**config.mk**
```make
export PLATFORM = sky130hd
export DESIGN_NAME = gpio_arith_core
export DESIGN_NICKNAME = d
export VERILOG_FILES = /design/src/rtl/gpio_arith_pkg.sv /design/src/rtl/gpio_serial_mul.sv /design/src/rtl/gpio_arith_core.sv
export SDC_FILE = /design/constraint.sdc
export NUM_CORES = 1
export LEC_CHECK = 0
export CORE_MARGIN = 2
export CORE_UTILIZATION = 60
export DETAILED_ROUTE_END_ITERATION = 10
export DONT_BUFFER_PORTS = 1
export PLACE_DENSITY = 0.8
export SKIP_CTS_REPAIR_TIMING = 1
export SKIP_LAST_GASP = 1
export SYNTH_ARGS = -nofsm -noshare
export SYNTH_HDL_FRONTEND = slang
export SYNTH_SLANG_ARGS = --single-unit
export TNS_END_PERCENT = 50
```
**constraint.sdc**
```tcl
create_clock -name clk -period 4.5 [get_ports clk]
set_clock_uncertainty 0.1 [all_clocks]
set_input_delay 0.675 -clock clk [delete_from_list [all_inputs] [get_ports clk]]
set_output_delay 0.675 -clock clk [all_outputs]
set_load 0.005 [all_outputs]
```
**src/rtl/gpio_arith_pkg.sv**
```systemverilog
// Shared definitions for the GPIO arithmetic core: register offsets,
// FSM state encoding and STAT bit positions.
package gpio_arith_pkg;

    // Register offsets relative to the block base address
    localparam logic [15:0] OFF_A1   = 16'd0;
    localparam logic [15:0] OFF_A2   = 16'd8;
    localparam logic [15:0] OFF_W    = 16'd16;
    localparam logic [15:0] OFF_L    = 16'd24;
    localparam logic [15:0] OFF_CTRL = 16'd32;
    localparam logic [15:0] OFF_GPIN = 16'd40;

    // FSM state encoding
    localparam logic [2:0] ST_IDLE  = 3'd0;
    localparam logic [2:0] ST_LOAD  = 3'd1;
    localparam logic [2:0] ST_MULT  = 3'd2;
    localparam logic [2:0] ST_COUNT = 3'd3;
    localparam logic [2:0] ST_DONE  = 3'd4;

    // STAT bit positions
    localparam int STAT_VALID = 0;
    localparam int STAT_READY = 1;
    localparam int STAT_REJ   = 2;

    typedef struct packed {
        logic rej;
        logic ready;
        logic valid;
    } stat_t;

    // Build the 32-bit STAT read word from its flags
    function automatic logic [31:0] stat_word(input stat_t s);
        logic [31:0] w;
        w = 32'd0;
        w[STAT_VALID] = s.valid;
        w[STAT_READY] = s.ready;
        w[STAT_REJ]   = s.rej;
        return w;
    endfunction

endpackage

```
**src/rtl/gpio_serial_mul.sv**
```systemverilog
// Bit-serial shift-add multiplier. A start pulse snapshots the operands and
// clears the accumulator; one multiplier bit is consumed per cycle after that.
// o_done is high during the cycle whose closing edge performs the last step,
// so o_product holds the full result from the following cycle onward.
module gpio_serial_mul
    import gpio_arith_pkg::*;
#(
    parameter int DATA_W = 24
) (
    input  logic                  clk,
    input  logic                  n_reset,
    input  logic                  i_start,
    input  logic [DATA_W-1:0]     i_a,
    input  logic [DATA_W-1:0]     i_b,
    output logic                  o_done,
    output logic [2*DATA_W-1:0]   o_product
);

    localparam int CW = $clog2(DATA_W + 1);

    logic [2*DATA_W-1:0] r_acc;
    logic [2*DATA_W-1:0] r_mcand;
    logic [DATA_W-1:0]   r_mplier;
    logic [CW-1:0]       r_cnt;
    logic                r_busy;

    // Load operands on start, then add-and-shift once per cycle while busy
    always_ff @(posedge clk or negedge n_reset) begin
        if (!n_reset) begin
            r_acc    <= '0;
            r_mcand  <= '0;
            r_mplier <= '0;
            r_cnt    <= '0;
            r_busy   <= 1'b0;
        end else if (i_start) begin
            r_acc    <= '0;
            r_mcand  <= {{DATA_W{1'b0}}, i_a};
            r_mplier <= i_b;
            r_cnt    <= CW'(DATA_W);
            r_busy   <= 1'b1;
        end else if (r_busy) begin
            if (r_mplier[0]) begin
                r_acc <= r_acc + r_mcand;
            end
            r_mcand  <= r_mcand << 1;
            r_mplier <= r_mplier >> 1;
            r_cnt    <= r_cnt - CW'(1);
            if (r_cnt == CW'(1)) begin
                r_busy <= 1'b0;
            end
        end
    end

    assign o_done    = r_busy && (r_cnt == CW'(1));
    assign o_product = r_acc;

endmodule

```
**src/rtl/gpio_arith_core.sv**
```systemverilog
// GPIO arithmetic core: register-mapped operands A1/A2, a bit-serial multiply
// followed by a bit-serial popcount of the truncated product, an operation
// counter driven onto gpio_out, and a GPIO input sample register.
//
// Bus handshake: srd/swr are single-cycle strobes sampled on the rising edge;
// there is no back-pressure. A write lands on that edge, and a read loads
// sdata_out on that edge with the contents as they were before any write in
// the same cycle. sdata_out holds its value between reads.
module gpio_arith_core
    import gpio_arith_pkg::*;
#(
    parameter int          DATA_W = 24,
    parameter int          RES_W  = 32,
    parameter int          CNT_W  = 16,
    parameter logic [15:0] BASE   = 16'h0380
) (
    input  logic        clk,
    input  logic        n_reset,
    input  logic [15:0] saddress,
    input  logic        srd,
    input  logic        swr,
    input  logic [31:0] sdata_in,
    output logic [31:0] sdata_out,
    input  logic [31:0] gpio_in,
    input  logic        gpio_latch,
    output logic [31:0] gpio_out,
    output logic [31:0] gpio_in_s_insp,
    output logic [2:0]  o_dbg_state
);

    localparam int LW = $clog2(RES_W + 1);
    localparam int BW = $clog2(RES_W + 1);

    logic [2:0]          r_state;
    logic [DATA_W-1:0]   r_a1;
    logic [DATA_W-1:0]   r_a2;
    logic [RES_W-1:0]    r_w;
    logic [LW-1:0]       r_l;
    logic                r_valid;
    logic                r_rej;
    logic [CNT_W-1:0]    r_cnt;
    logic [31:0]         r_sdata_out;
    logic [31:0]         r_gpin;
    logic                r_run;
    logic [RES_W-1:0]    r_sh;
    logic [LW-1:0]       r_pc;
    logic [BW-1:0]       r_bit;

    logic                w_hit_a1;
    logic                w_hit_a2;
    logic                w_hit_w;
    logic                w_hit_l;
    logic                w_hit_ctrl;
    logic                w_hit_gpin;
    logic                w_ready;
    logic                w_start_req;
    logic                w_start;
    logic                w_reject;
    logic                w_stat_rd;
    logic                w_mul_done;
    logic [2*DATA_W-1:0] w_prod;
    logic                w_hi_zero;
    logic [RES_W-1:0]    w_src;
    logic [31:0]         w_rd_data;
    logic                w_unused_ok;
    stat_t               w_stat;

    assign w_hit_a1   = (saddress == BASE + OFF_A1);
    assign w_hit_a2   = (saddress == BASE + OFF_A2);
    assign w_hit_w    = (saddress == BASE + OFF_W);
    assign w_hit_l    = (saddress == BASE + OFF_L);
    assign w_hit_ctrl = (saddress == BASE + OFF_CTRL);
    assign w_hit_gpin = (saddress == BASE + OFF_GPIN);

    assign w_ready     = (r_state == ST_IDLE);
    assign w_start_req = swr && w_hit_ctrl && sdata_in[0];
    // r_run blocks a start in the first cycle after reset release
    assign w_start     = w_start_req && w_ready && r_run;
    assign w_reject    = w_start_req && !w_ready;
    assign w_stat_rd   = srd && w_hit_ctrl;

    // Product bits above the result width must be zero for W to be exact
    assign w_hi_zero = ((w_prod >> RES_W) == {(2*DATA_W){1'b0}});

    // First popcount cycle reads the product directly, later ones the shifter
    assign w_src = (r_bit == BW'(0)) ? w_prod[RES_W-1:0] : r_sh;

    assign w_stat.rej   = r_rej;
    assign w_stat.ready = w_ready;
    assign w_stat.valid = r_valid;

    // Operand bits above DATA_W and the CTRL upper bits are never stored
    assign w_unused_ok = &{1'b0, sdata_in};

    gpio_serial_mul #(
        .DATA_W (DATA_W)
    ) u_mul (
        .clk       (clk),
        .n_reset   (n_reset),
        .i_start   (r_state == ST_LOAD),
        .i_a       (r_a1),
        .i_b       (r_a2),
        .o_done    (w_mul_done),
        .o_product (w_prod)
    );

    // Sequencer: IDLE -> LOAD -> MULT -> COUNT -> DONE -> IDLE
    always_ff @(posedge clk or negedge n_reset) begin
        if (!n_reset) begin
            r_state <= ST_IDLE;
        end else begin
            case (r_state)
                ST_IDLE:  if (w_start) r_state <= ST_LOAD;
                ST_LOAD:  r_state <= ST_MULT;
                ST_MULT:  if (w_mul_done) r_state <= ST_COUNT;
                ST_COUNT: if (r_bit == BW'(RES_W - 1)) r_state <= ST_DONE;
                ST_DONE:  r_state <= ST_IDLE;
                default:  r_state <= ST_IDLE;
            endcase
        end
    end

    // Popcount: clear in LOAD, shift one result bit out per COUNT cycle
    always_ff @(posedge clk or negedge n_reset) begin
        if (!n_reset) begin
            r_sh  <= '0;
            r_pc  <= '0;
            r_bit <= '0;
        end else if (r_state == ST_LOAD) begin
            r_sh  <= '0;
            r_pc  <= '0;
            r_bit <= '0;
        end else if (r_state == ST_COUNT) begin
            r_pc  <= r_pc + LW'(w_src[0]);
            r_sh  <= w_src >> 1;
            r_bit <= r_bit + BW'(1);
        end
    end

    // Publish results and bump the operation counter only in DONE
    always_ff @(posedge clk or negedge n_reset) begin
        if (!n_reset) begin
            r_w     <= '0;
            r_l     <= '0;
            r_valid <= 1'b1;
            r_cnt   <= '0;
        end else if (r_state == ST_DONE) begin
            r_w     <= w_prod[RES_W-1:0];
            r_l     <= r_pc;
            r_valid <= w_hi_zero;
            r_cnt   <= r_cnt + CNT_W'(1);
        end
    end

    // Operand registers accept writes only while idle
    always_ff @(posedge clk or negedge n_reset) begin
        if (!n_reset) begin
            r_a1 <= '0;
            r_a2 <= '0;
        end else if (swr && w_ready) begin
            if (w_hit_a1) r_a1 <= sdata_in[DATA_W-1:0];
            if (w_hit_a2) r_a2 <= sdata_in[DATA_W-1:0];
        end
    end

    // Sticky reject flag: a new reject wins over a same-cycle STAT read clear
    always_ff @(posedge clk or negedge n_reset) begin
        if (!n_reset) begin
            r_rej <= 1'b0;
        end else if (w_reject) begin
            r_rej <= 1'b1;
        end else if (w_stat_rd) begin
            r_rej <= 1'b0;
        end
    end

    // Start gate opens on the first clock edge after reset release
    always_ff @(posedge clk or negedge n_reset) begin
        if (!n_reset) begin
            r_run <= 1'b0;
        end else begin
            r_run <= 1'b1;
        end
    end

    // Read data mux; unmapped addresses return zero
    always_comb begin
        w_rd_data = 32'd0;
        if (w_hit_a1)   w_rd_data = 32'(r_a1);
        if (w_hit_a2)   w_rd_data = 32'(r_a2);
        if (w_hit_w)    w_rd_data = 32'(r_w);
        if (w_hit_l)    w_rd_data = 32'(r_l);
        if (w_hit_ctrl) w_rd_data = stat_word(w_stat);
        if (w_hit_gpin) w_rd_data = r_gpin;
    end

    // Registered read port, updated only on a read strobe
    always_ff @(posedge clk or negedge n_reset) begin
        if (!n_reset) begin
            r_sdata_out <= 32'd0;
        end else if (srd) begin
            r_sdata_out <= w_rd_data;
        end
    end

    // GPIO input sample register
    always_ff @(posedge clk or negedge n_reset) begin
        if (!n_reset) begin
            r_gpin <= 32'd0;
        end else if (gpio_latch) begin
            r_gpin <= gpio_in;
        end
    end

    assign sdata_out      = r_sdata_out;
    assign gpio_out       = 32'(r_cnt);
    assign gpio_in_s_insp = r_gpin;
    assign o_dbg_state    = r_state;

endmodule

```
---- Word-level counts from Yosys, hierarchy flattened ----
Index checks and enable logic that the tools add are counted.
cells by class
  add/sub/neg operators ................... 5
  reductions and logical operators ........ 20
  equal/unequal tests ..................... 15
  muxes and demuxes ....................... 31
operators by type and width
  cell                                                                      number
  32-bit two-way mux                                                        8
  48-bit two-way mux                                                        5
  16-bit by 10-bit equality test with 1-bit output (second input constant)  6
  24-bit two-way mux                                                        3
  48-bit adder                                                              1
  48-bit logical NOT                                                        1
  6-bit two-way mux                                                         4
  16-bit by 1-bit adder with 16-bit output (second input constant)          1
  3-bit case mux with 4 select lines                                        1
  5-bit two-way mux                                                         2
  3-bit two-way mux                                                         3
  1-bit logical AND                                                         8
  2-bit nonzero test                                                        4
  6-bit by 1-bit adder with 6-bit output                                    1
  6-bit by 1-bit adder with 6-bit output (second input constant)            1
  3-bit by 2-bit equality test with 1-bit output (second input constant)    2
  6-bit by 5-bit equality test with 1-bit output (second input constant)    1
  6-bit logical NOT                                                         1
  2-bit AND reduction                                                       3
  5-bit by 1-bit equality test with 1-bit output (second input constant)    1
  1-bit two-way mux                                                         5
  5-bit by 1-bit subtractor with 5-bit output (second input constant)       1
  2-bit by 1-bit inequality test with 1-bit output (second input constant)  2
  3-bit by 1-bit equality test with 1-bit output (second input constant)    1
  other kinds (5)                                                           5
word-level totals
  register bits after elaboration ......... 342
  output and inout bits ................... 99
  word-level logic and storage cells ...... 90

---- Depth between registers and ports, before layout ----
  word-level depth ........................ 7
  gate-level depth with buffers ........... 12
  mapped depth without buffers ............ 12

---- By module ----
A second synthesis with hierarchy kept.
second synthesis, totals
  cells, all modules ...................... 1645
  area, all modules ....................... 17414.2 µm²
by module, submodules not included
  module           times used  cells an instance  area an instance (µm²)  sequential area each (µm²)
  gpio_arith_core  1           787                9566.7                  5381.4
  gpio_serial_mul  1           858                7847.5                  3153.0

---- Worst setup path after synthesis ----
No wires, ideal clock.
  path kind ............................... register to register
  start point ............................. register u_mul.r_mcand[20]
  end point ............................... register u_mul.r_acc[44], in the netlist u_mul.o_product[44]
  period minus slack after synthesis ...... 2.784 ns
  buffers on the path ..................... 0
  arrival time ............................ 2.547 ns
  library setup time ...................... 0.137 ns
  path slack .............................. 1.716 ns
  data required time ...................... 4.263 ns
  stages on the path, launching flop included .. 10
  cells stage by stage .................... dfrtp_1 > ha_1 > or2_1 > a2111oi_2 > a311oi_1 > o311a_1 > a2111oi_4 > o21bai_1 > xnor2_1 > a21oi_1
between the ends
  word-level cells in the longest chain between the ends .. 4
RTL lines
  item                      RTL line               text
  start: declaration        gpio_serial_mul.sv:22  logic [2*DATA_W-1:0] r_mcand;
  start signal: assignment  gpio_serial_mul.sv:37  r_mcand <= {{DATA_W{1'b0}}, i_a};
  start signal: assignment  gpio_serial_mul.sv:45  r_mcand <= r_mcand << 1;
  48-bit adder              gpio_serial_mul.sv:43  r_acc <= r_acc + r_mcand;
  48-bit two-way mux        gpio_serial_mul.sv:42  if (r_mplier[0]) begin
  48-bit two-way mux        gpio_serial_mul.sv:41  end else if (r_busy) begin
  48-bit two-way mux        gpio_serial_mul.sv:35  end else if (i_start) begin
  end signal: assignment    gpio_serial_mul.sv:43
  end: declaration          gpio_serial_mul.sv:21  logic [2*DATA_W-1:0] r_acc;
Every way passes these cells. The select of a mux whose other input is x is not followed.
A chain may end at the register's enable or synchronous reset.

---- Worst setup path after layout ----
  start point ............................. register u_mul.r_mcand[0]
  end point ............................... register u_mul.r_acc[44], in the netlist u_mul.o_product[44]
Same word-level chain as after synthesis.

==> results.md <==
- Status: finished, violations left
- Failing checks: negative hold slack
- Fillers: 2195
- Drt pass-1 iters: 6
- Finished Cell Area: 0.0187 mm2
- DR vias/cell: 6.31
- Area leader, netlist: dfrtp_1
- Worst Path Max Fanout: 4
- # Max-Cap Violations: 0
- Vias in the first global route: 13300
- Starting Density: 0.605
- Max clock buf depth: 3
- IR drop worst, VDD: 242 uV
- HP Class: input pin to asynchronous set/reset pin
- Skew-Pair Late Insertion Delay: 0.52 ns
- Layout cells sized above 1: 0.113
- Netlist Area Pre-Place: 0.0173 mm2
- Post-synth top flop: dfrtp_1
- Post-DRT Antenna Nets: 0
- Area Overhead vs Synth: 8.39%
- WP buf/inv: 1
- Power Density: 340 mW/mm2
- Leakage power: 0.00849 uW
- Total track usage: 0.288
- Initial DRC Count: 1250
- Crit path launch type: register
- Critical Path AT: 3.60 ns
- Min cycle time layout: 3.33 ns
- Placer congestion estimate: 0.897
- Synth cell types: 71
- Async SR Flop Fraction: 1.00
- Ant. Diodes: 0
- EDFF count, synth: 0
- Reg2reg setup slack: 1.17 ns
- Worst slew margin: 0.161
- Slowest cell on crit path: a211oi_1
- Core Rows: 62
- Die H: 174 um
- Pint: 5030 uW
- #FFs+latches synth: 341
- # IOs: 184
- Total negative setup slack: 0 ns
- RSZ-0062 raised after global routing: no
- Grt ovf: 0
- CP startpoint: u_mul.r_mcand[0]
- Via Count: 13200
- DRT Wirelength: 43.4 mm
- Clk slew on worst S/H paths: 0.07 ns
- Hold Violations, Final: 340
- CP Cell Sequence: ha_1 -> inv_1 -> fa_1 -> nor2b_1 -> o211a_1 -> o21ai_0 -> a211oi_1 -> o311a_1 -> a2111oi_4 -> o21bai_1 -> xnor2_1 -> a21oi_1
- Worst r2r src: u_mul.r_mcand[0]
- Drt drc: 0
- DP HPWL: 28.1 mm
- Sw Share: 0.209
- Width of the die: 174 um
- Cell Area, Placed: 0.0175 mm2
- Die area: 0.0302 mm2
- Core Footprint: 0.0285 mm2
- Drt wl/cell: 20.7 um
- Htree depth: 2
- CTS tree: done
- Largest net degree at the start of global routing: 342
- Slew Limit Fails: 0
- Post-synth top cells: dfrtp_1, nand2_1, o21ai_0
- Worst Hold Margin: -0.208 ns
- First-pass GRT wire length: 70.7 mm
- Clock group share of total power: 0.491
- Number of port buffers: 0
- Final worst path period share: 0.740
- Fmax: 300 MHz
- Post-synthesis sequential area ratio: 0.494
- Syn. warnings: 0
- # nets final: 1827
- Synth Instances: 1728
- Crit Path Category: register to register
- CP max stage delay: 0.53 ns
- R2r endpoint: u_mul.o_product[44]
- Final setup violation count: 0
- Worst path depth: 12
- Crit path required time: 4.77 ns
- Cell with the most instances after synthesis: dfrtp_1
- Initial antenna violation count: 1
- Net Switching: 1330 uW
- Num Clock Sinks: 341
- Reg power frac: 0.499
- CTS Buf Count: 37
- Root Buffer: clkbuf_16
- Area share of the largest cell type after synthesis: 0.493
- Post-Synthesis Mean Instance Area: 10.0 um2
- Synth area leaders: dfrtp_1, nand2_1, mux2_2, mux2i_1, ha_1
- Kind of cell adding the most delay to the critical path: compound AO/OA/AOI/OAI gates
- Comb pwr share: 0.010
- CP endpoint: u_mul.o_product[44]
- FF-to-FF path depth: 12
- Actual slew at the worst max-slew pin: 1.25 ns
- CP Capture Type: register
## final cells by class
| cell class | instances | area (um2) | share of cell area |
|---|---|---|---|
| multi-input combinational | 1268 | 8240 | 0.440 |
| sequential | 341 | 8540 | 0.456 |
| clock inverter | 18 | 233 | 0.0124 |
| clock buffer | 48 | 1010 | 0.0538 |
| inverter | 21 | 78.8 | 0.00421 |
| tap | 384 | 480 | 0.0257 |
| timing repair buffer | 18 | 148 | 0.00789 |
## power groups by stage
stage	clock network [uW]	registers (uW)	logic [uW]
6_report	3120	3170	65.5
2_1_floorplan	0	3210	79.8
3_5_place_dp	0	3230	63.7
3_3_place_gp	0	3220	59.1
5_1_grt	3290	3170	72.7
4_1_cts	3160	3170	65.5
## cell families (layout without fill, tap and decap cells)
| logic type | after synthesis | after routing | share of synthesized area |
|---|---|---|---|
| adder cells (fa/ha/maj) | 55 | 55 | 0.0403 |
| multiplexers | 197 | 197 | 0.121 |
| buffers and inverters | 134 | 105 | 0.0338 |
| AO/OA/AOI/OAI | 389 | 389 | 0.143 |
| other | 2 | 17 | 0.000435 |
| AND/OR/NAND/NOR | 552 | 552 | 0.139 |
| flip-flops | 341 | 341 | 0.494 |
| XOR/XNOR | 58 | 58 | 0.0294 |
## sequential cells by signal (all words and copies together), names as in the netlist, 3 cells and up
signal,count
r_a1,24
u_mul.o_product,48
r_pc,6
sdata_out,32
r_cnt,16
u_mul.r_mcand,48
r_bit,6
r_l,6
u_mul.r_cnt,5
r_a2,24
r_w,32
o_dbg_state,3
gpio_in_s_insp,32
u_mul.r_mplier,24
r_sh,31
## metal layers
metal / track usage / wire length (um) / up-vias
met2: 0.483 / 21200 / 507
met1: 0.393 / 18400 / 6628
met5: 0 / 13 / -
met3: 0.0469 / 3060 / 79
met4: 0.0746 / 755 / 2
li1: - / - / 6012
## stage by stage
step           utilization  setup slack, ns  instances  hold slack (ns)  power [uW]
6_report             0.656             1.17       2098           -0.208        6360
5_1_grt              0.656             1.01       2098           -0.231        6540
4_1_cts              0.656             1.27       2098           -0.234        6390
3_5_place_dp         0.612             1.29       2032            0.308        3290
3_3_place_gp         0.612             1.35       2032            0.310        3280
2_1_floorplan            -             1.72       1743            0.279        3290
## cells in the final DEF, fill, tap and decap left out, types with 43 or more instances in the layout
cell / instances
nor2_1: 99
a21oi_1: 93
o21ai_0: 126
mux2_2: 93
dfrtp_1: 339
nand2_1: 314
xnor2_1: 43
mux2i_1: 104
ha_1: 54
a22oi_1: 45
## how the worst min path moves through the flow
stage / start / endpoint
after floorplan: n_reset / gpio_in_s_insp[0]
after global placement: n_reset / r_bit[5]
after detailed placement: n_reset / r_run
after CTS: n_reset / u_mul.o_product[40]
after global routing: n_reset / r_bit[5]
final: n_reset / r_run
(Power assumes the default switching activity.)
